$ cat src/rtl/rgmii_rx_framer.sv
// rgmii_rx_framer
// ---------------------------------------------------------------------------
// RGMII receive front end. Captures the 4-bit DDR receive bus on both edges of
// mac_clk, rebuilds bytes with data-valid and receive-error qualifiers, strips
// the preamble and SFD, and emits packet-delimited bytes toward the MAC.
//
// Parameters:
//   DATA_WIDTH : output byte width (only 8 is supported)
//   SFD        : start-of-frame delimiter byte
// Ports:
//   mac_clk            in  : buffered RGMII receive clock (both edges used)
//   mac_rst_n          in  : asynchronous active-low reset
//   rx_rgmii_data[3:0] in  : RGMII RXD
//   rx_rgmii_ctl       in  : RGMII RX_CTL
//   mac_startofpacket  out : first payload byte (byte after SFD)
//   mac_endofpacket    out : last byte of the frame
//   mac_valid          out : mac_data carries a frame byte
//   mac_data           out : frame byte
//   mac_error          out : PHY receive error on this byte
// Optional feature:
//   RGMII_RX_PREAMBLE_CHECK_EN : when defined, an SFD only starts a frame if it
//   is preceded by at least two consecutive 0x55 preamble bytes.
// ---------------------------------------------------------------------------
module rgmii_rx_framer #(
  parameter int         DATA_WIDTH = 8,
  parameter logic [7:0] SFD        = 8'hD5
) (
  input  logic                  mac_clk,
  input  logic                  mac_rst_n,
  input  logic [3:0]            rx_rgmii_data,
  input  logic                  rx_rgmii_ctl,
  output logic                  mac_startofpacket,
  output logic                  mac_endofpacket,
  output logic                  mac_valid,
  output logic [DATA_WIDTH-1:0] mac_data,
  output logic                  mac_error
);

  typedef enum logic [0:0] {
    ST_IDLE      = 1'b0,
    ST_IN_PACKET = 1'b1
  } state_t;

  logic [3:0] lo_r;
  logic       dv_r;
  logic [3:0] hi_r;
  logic       ctl_f_r;
  logic [7:0] b_data_r;
  logic       b_dv_r;
  logic       b_err_r;
  state_t     state_r;
  logic       sop_flag_r;
  logic       pre_ok_s;
  logic       sfd_hit_s;

  // Rising-edge capture: low nibble and RX_CTL (= DV).
  always_ff @(posedge mac_clk or negedge mac_rst_n) begin
    if (!mac_rst_n) begin
      lo_r <= 4'h0;
      dv_r <= 1'b0;
    end else begin
      lo_r <= rx_rgmii_data;
      dv_r <= rx_rgmii_ctl;
    end
  end

  // Falling-edge capture: high nibble and RX_CTL (= DV xor ER).
  always_ff @(negedge mac_clk or negedge mac_rst_n) begin
    if (!mac_rst_n) begin
      hi_r    <= 4'h0;
      ctl_f_r <= 1'b0;
    end else begin
      hi_r    <= rx_rgmii_data;
      ctl_f_r <= rx_rgmii_ctl;
    end
  end

  // Byte stage: rebuild the byte and decode ER from the two CTL samples.
  always_ff @(posedge mac_clk or negedge mac_rst_n) begin
    if (!mac_rst_n) begin
      b_data_r <= 8'h00;
      b_dv_r   <= 1'b0;
      b_err_r  <= 1'b0;
    end else begin
      b_data_r <= {hi_r, lo_r};
      b_dv_r   <= dv_r;
      b_err_r  <= dv_r ^ ctl_f_r;
    end
  end

`ifdef RGMII_RX_PREAMBLE_CHECK_EN
  logic [2:0] pre_cnt_r;

  // Saturating count of consecutive valid 0x55 bytes seen at the byte stage.
  always_ff @(posedge mac_clk or negedge mac_rst_n) begin
    if (!mac_rst_n) begin
      pre_cnt_r <= 3'd0;
    end else if (b_dv_r && (b_data_r == 8'h55)) begin
      if (pre_cnt_r != 3'd7) begin
        pre_cnt_r <= pre_cnt_r + 3'd1;
      end else begin
        pre_cnt_r <= pre_cnt_r;
      end
    end else begin
      pre_cnt_r <= 3'd0;
    end
  end

  // Count reflects the bytes strictly before the current byte-stage byte.
  assign pre_ok_s = (pre_cnt_r >= 3'd2);
`else
  assign pre_ok_s = 1'b1;
`endif

  // SFD recognition at the byte stage.
  always_comb begin
    sfd_hit_s = 1'b0;
    if (b_dv_r && (b_data_r == SFD) && pre_ok_s) begin
      sfd_hit_s = 1'b1;
    end else begin
      sfd_hit_s = 1'b0;
    end
  end

  // Framer FSM with registered outputs. dv_r is the DV of the byte that will
  // follow the one in the byte stage, so it decides frame start and EOP.
  always_ff @(posedge mac_clk or negedge mac_rst_n) begin
    if (!mac_rst_n) begin
      state_r           <= ST_IDLE;
      sop_flag_r        <= 1'b0;
      mac_valid         <= 1'b0;
      mac_data          <= {DATA_WIDTH{1'b0}};
      mac_startofpacket <= 1'b0;
      mac_endofpacket   <= 1'b0;
      mac_error         <= 1'b0;
    end else begin
      case (state_r)
        ST_IDLE: begin
          mac_valid         <= 1'b0;
          mac_data          <= {DATA_WIDTH{1'b0}};
          mac_startofpacket <= 1'b0;
          mac_endofpacket   <= 1'b0;
          mac_error         <= 1'b0;
          // An SFD with no following byte is an empty frame: dropped.
          if (sfd_hit_s && dv_r) begin
            state_r    <= ST_IN_PACKET;
            sop_flag_r <= 1'b1;
          end else begin
            state_r    <= ST_IDLE;
            sop_flag_r <= 1'b0;
          end
        end
        ST_IN_PACKET: begin
          sop_flag_r <= 1'b0;
          if (b_dv_r) begin
            mac_valid         <= 1'b1;
            mac_data          <= b_data_r;
            mac_startofpacket <= sop_flag_r;
            mac_endofpacket   <= ~dv_r;
            mac_error         <= b_err_r;
          end else begin
            mac_valid         <= 1'b0;
            mac_data          <= {DATA_WIDTH{1'b0}};
            mac_startofpacket <= 1'b0;
            mac_endofpacket   <= 1'b0;
            mac_error         <= 1'b0;
          end
          if (!dv_r) begin
            state_r <= ST_IDLE;
          end else begin
            state_r <= ST_IN_PACKET;
          end
        end
        default: begin
          state_r           <= ST_IDLE;
          sop_flag_r        <= 1'b0;
          mac_valid         <= 1'b0;
          mac_data          <= {DATA_WIDTH{1'b0}};
          mac_startofpacket <= 1'b0;
          mac_endofpacket   <= 1'b0;
          mac_error         <= 1'b0;
        end
      endcase
    end
  end

endmodule

$ cat config.mk
export PLATFORM = sky130hd
export DESIGN_NAME = rgmii_rx_framer
export DESIGN_NICKNAME = d
export VERILOG_FILES = /design/src/rtl/rgmii_rx_framer.sv
export SDC_FILE = /design/constraint.sdc
export NUM_CORES = 1
export LEC_CHECK = 0
export CAP_MARGIN = 10
export CORE_MARGIN = 2
export CORE_UTILIZATION = 48
export CTS_CLUSTER_SIZE = 24
export DETAILED_ROUTE_END_ITERATION = 10
export GPL_TIMING_DRIVEN = 0
export PLACE_DENSITY = 0.78
export RECOVER_POWER = 25
export SYNTH_ARGS = -nofsm -noshare
export SYNTH_HDL_FRONTEND = slang
export SYNTH_SLANG_ARGS = --single-unit
$ cat constraint.sdc
create_clock -name mac_clk -period 1.3 [get_ports mac_clk]
set_clock_uncertainty 0.1 [all_clocks]
set_input_delay 0.195 -clock mac_clk [delete_from_list [all_inputs] [get_ports mac_clk]]
set_output_delay 0.195 -clock mac_clk [all_outputs]
set_load 0.02 [all_outputs]
# Yosys cells after proc, flatten, opt, wreduce, memory -nomap -nowiden
# Index checks and enable logic that the tools add are counted.
classes:
  n_shift: 0
  eq_ne: 1
  n_addsub: 0
  bitwise: 3
  n_reduce_logical: 2
  muxes: 15
  order_cmp: 0
  mul: 0
  div: 0
op_table:
  columns: ["operator", "count"]
  rows:
  - ["one-hot mux 8 bit (2 select lines)", 1]
  - ["one-hot mux 1 bit (2 select lines)", 6]
  - ["equality test 8 bit, second input constant", 1]
  - ["2-to-1 mux 8 bit", 1]
  - ["2-to-1 mux 1 bit", 7]
  - ["logical AND 1 bit", 2]
  - ["NOT 1 bit", 2]
  - ["bitwise XOR 1 bit", 1]
totals:
  output_inout_bits: 12
  romBits: 0
  wordCells: 35
  latch_bits: 0
  input_bits: 7
  ram_bits: 0
  ff_bits: 34
  n_memories: 0

# Logic depth before layout (Yosys ltp)
depth:
  ltp_word: 6
  ltp_mapped: 3
  mapped_depth_nobuf: 2

==> impl_results.md <==
* Worst hold path type: input port to asynchronous set/reset pin
* Internal power at around 1.5 mW
* Drt drc at 0
* Largest family of logic cells by synthesized area: simple AND/OR/NAND/NOR gates
* Flop pwr share at roughly three fifths
* Ys Warns at 0
* Post-synthesis sequential area ratio at a little over four fifths
* Initial antenna violation count at 0
* Row cnt at 16
* All-Layer GR Usage at 12.25%
* Root Buffer: clkbuf_4
* Setup violations, final at 6
* Post-Place Cells at 101
* CTS clock-pin slew for the worst setup and hold paths at 0.09 ns
* Largest net degree at the start of global routing at 19
* Switching power at between 0.3 and 0.4 mW
* Fillers at about 140
* Die Span X at about 50 um
* Diodes inserted at 0
* RSZ-0062 raised after global routing: yes
* DRT Wirelength at ~1200 um
* Share of layout cells above drive strength 1 at between 20% and 30%
* Port bufs at 18
* Combinational Power Share at ~3.3%
* Adder-Cell Fraction of Synth Area at 0%
* Starting density of the core at between 50% and 60%
* TritonCTS Buffers at 5
* Die area at roughly 2500 um2
* Synth Cell Area at between 1000 and 1500 um2
* Post-synthesis xor/xnor area fraction at 0.8663%
* Syn nets at 62
* Core box area at between 1500 and 2000 um2
* CP peak stage delay at 0.40 ns
* Worst Tran Pin Value at ~0.61 ns
* Endpoint class of the critical path: flip-flop
* Simple-Gate Fraction of Synth Area at between 10% and 20%
* Net count, final at 90
* Worst-path cell chain: xor2_1
* Worst slew margin at 59.26%
* Leak at slightly below 0.7 nW
* Synth Area in Compound Gates at 1.238%
* Outcome: finished, violations left
* CP bufs+invs at 0
* Cell variety after synth at 14
* Post-DRT Antenna Nets at 0
* Mapped Cells at 55
* Die H at about 50 um
* Area growth from synthesis to layout at 29.95%
* Register-to-Register Path Depth at 1
* DR vias/cell at ~4.4
* Delay-heaviest family, CP: flip-flops
* Failing checks: setup timing
* Setup ws final at -0.05281 ns
* Required time of the worst setup path at ~1.5 ns
* Clk buf depth at 2
* Worst setup SP type: flip-flop
* Routed WL per cell at 11.05 um
* GPL Wtd Cong at roughly 0.73
* Arrival time at the worst endpoint at 1.51 ns
* Clock power share at 37.9%
* CTS Sinks at 34
* CP Depth at 1
* CTS tree: yes
* Max Cap Viol at 0
* Fin cells at ~110
* Number of H-tree levels at 2
* Crit path max fanout at 1
* Worst-skew pair later-pin latency at roughly 0.32 ns
* Remaining global-route overflow at 0
* # IOs at 19
* DR vias at between 400 and 500
* Vias in the first global route at ~500
* Post-route cell area at 1314 um2
* Final hold vios at 0
* PwrDens at 1431 nW/um2
* DP Area at roughly 1300 um2
* First-pass GRT wire length at roughly 2100 um
* Drt first pass iters at 4
* Slew Viols, Final at 0
* Worst path slowest cell: dfrtn_1
* DRT iter0 DRCs at 5
* Worst Path Class, Setup: flip-flop to flip-flop
* Peak VDD IR at approximately 1200 uV
* Switching Share at 19.21%
* #FFs+latches synth at 34
* Syn avg cell area at ~18 um2
* Mux share of post-synthesis cell area at 0%
==> power groups by stage <==
stage / logic [mW] / registers (mW) / clock network (mW)
2_1_floorplan: 0.0113 / 1.12 / 0
3_3_place_gp: 0.0504 / 1.13 / 0
3_5_place_dp: 0.0632 / 1.13 / 0
4_1_cts: 0.0626 / 1.11 / 0.734
5_1_grt: 0.0707 / 1.11 / 0.783
6_report: 0.0612 / 1.11 / 0.712
==> worst paths after layout <==
path,from,to,slack (ns)
max,ctl_f_r$_DFF_NN0_,b_err_r$_DFF_PN0_,-0.05
min,mac_rst_n,ctl_f_r$_DFF_NN0_,0.12
max reg2reg,ctl_f_r$_DFF_NN0_,b_err_r$_DFF_PN0_,-0.05
min reg2reg,lo_r[0]$_DFF_PN0_,b_data_r[0]$_DFF_PN0_,0.26
max in group asynchronous,mac_rst_n,sop_flag_r$_DFF_PN0_,0.21
min in group mac_clk,lo_r[0]$_DFF_PN0_,b_data_r[0]$_DFF_PN0_,0.26
==> final cells by class <==
cell class,count,area [um2],area share (%)
multi-input combinational,19,150.1,11.43
clock inverter,3,40.04,3.048
tap,27,33.78,2.571
clock buffer,5,37.54,2.857
buffer,2,8.758,0.6667
sequential,34,850.8,64.76
timing repair buffer,21,192.7,14.67
==> registers in the layout (all words and copies together) (netlist names) <==
| signal | cells |
|---|---|
| sop_flag_r | 1 |
| b_dv_r | 1 |
| mac_error | 1 |
| mac_endofpacket | 1 |
| state_r | 1 |
| ctl_f_r | 1 |
| mac_data | 8 |
| hi_r | 4 |
| b_err_r | 1 |
| mac_valid | 1 |
| lo_r | 4 |
| mac_startofpacket | 1 |
| b_data_r | 8 |
| dv_r | 1 |
==> cells in the mapped netlist <==
cell,number,area share [%]
buf_2,1,0.49
nand3b_1,1,0.74
nand2_1,1,0.37
and3_1,10,6.2
clkbuf_2,1,0.49
nand4bb_1,1,1.1
o31ai_2,1,1.2
dfrtp_1,29,72
and2b_2,1,0.87
nand4b_4,1,2.4
and2_1,1,0.62
dfrtn_1,5,12
nor3_1,1,0.49
xor2_1,1,0.87
==> kinds of logic (layout without fill, tap and decap cells) <==
kind of cell              Yosys count  after routing
AOI/OAI and AO/OA                   1              1
and+or+nand+nor                    17             17
DFF                                34             34
buffers and inverters               2             31
xor gates and xnor gates            1              1
==> placed cells by master, fill, tap and decap left out <==
cell,instances
dfrtn_1,5
clkdlybuf4s15_1,6
xor2_1,1
clkbuf_2,8
and2_0,1
nor3_1,1
nand2_1,1
dlygate4sd3_1,7
bufinv_16,1
nand4bb_1,1
and3_1,10
clkbuf_4,5
nand3b_1,1
clkinv_2,2
and2b_2,1
buf_16,1
nand4b_4,1
o31ai_2,1
clkbuf_1,1
dfrtp_1,29
==> per-stage QoR <==
step | total power, mW | hold WS (ns) | utilization [%] | setup WS (ns) | TNS, ns
after floorplan | 1.136 | -0.2006 | - | -0.03343 | -0.03343
after global placement | 1.177 | 0.2316 | 61.81 | -1.136 | -23.69
after detailed placement | 1.192 | 0.2347 | 63.19 | -0.6261 | -5.081
after CTS | 1.904 | -0.07204 | 66.73 | -0.05557 | -0.05557
after global routing | 1.965 | 0.1087 | 66.29 | -0.06911 | -0.2536
final | 1.881 | 0.1218 | 66.29 | -0.05281 | -0.2428
==> metal layers <==
layer / vias to the layer above / wire, um / GRT usage (%)
li1: 241 / - / -
met5: - / 0 / 0
met1: 227 / 450 / 11.65
met2: 18 / 646 / 20.67
met3: 5 / 90 / 4.848
met4: 0 / 40 / 9.722
==> timing repair <==
action / CTS / global route
setup endpoints to repair: 18 / 17
endpoints found under the hold margin: 15 / 15
resized for setup: 20 / 13
cloned: 0 / 0
pin swaps: 0 / 0
setup buffers: 0 / 0
Note: power is estimated with default switching activity, not from simulation.
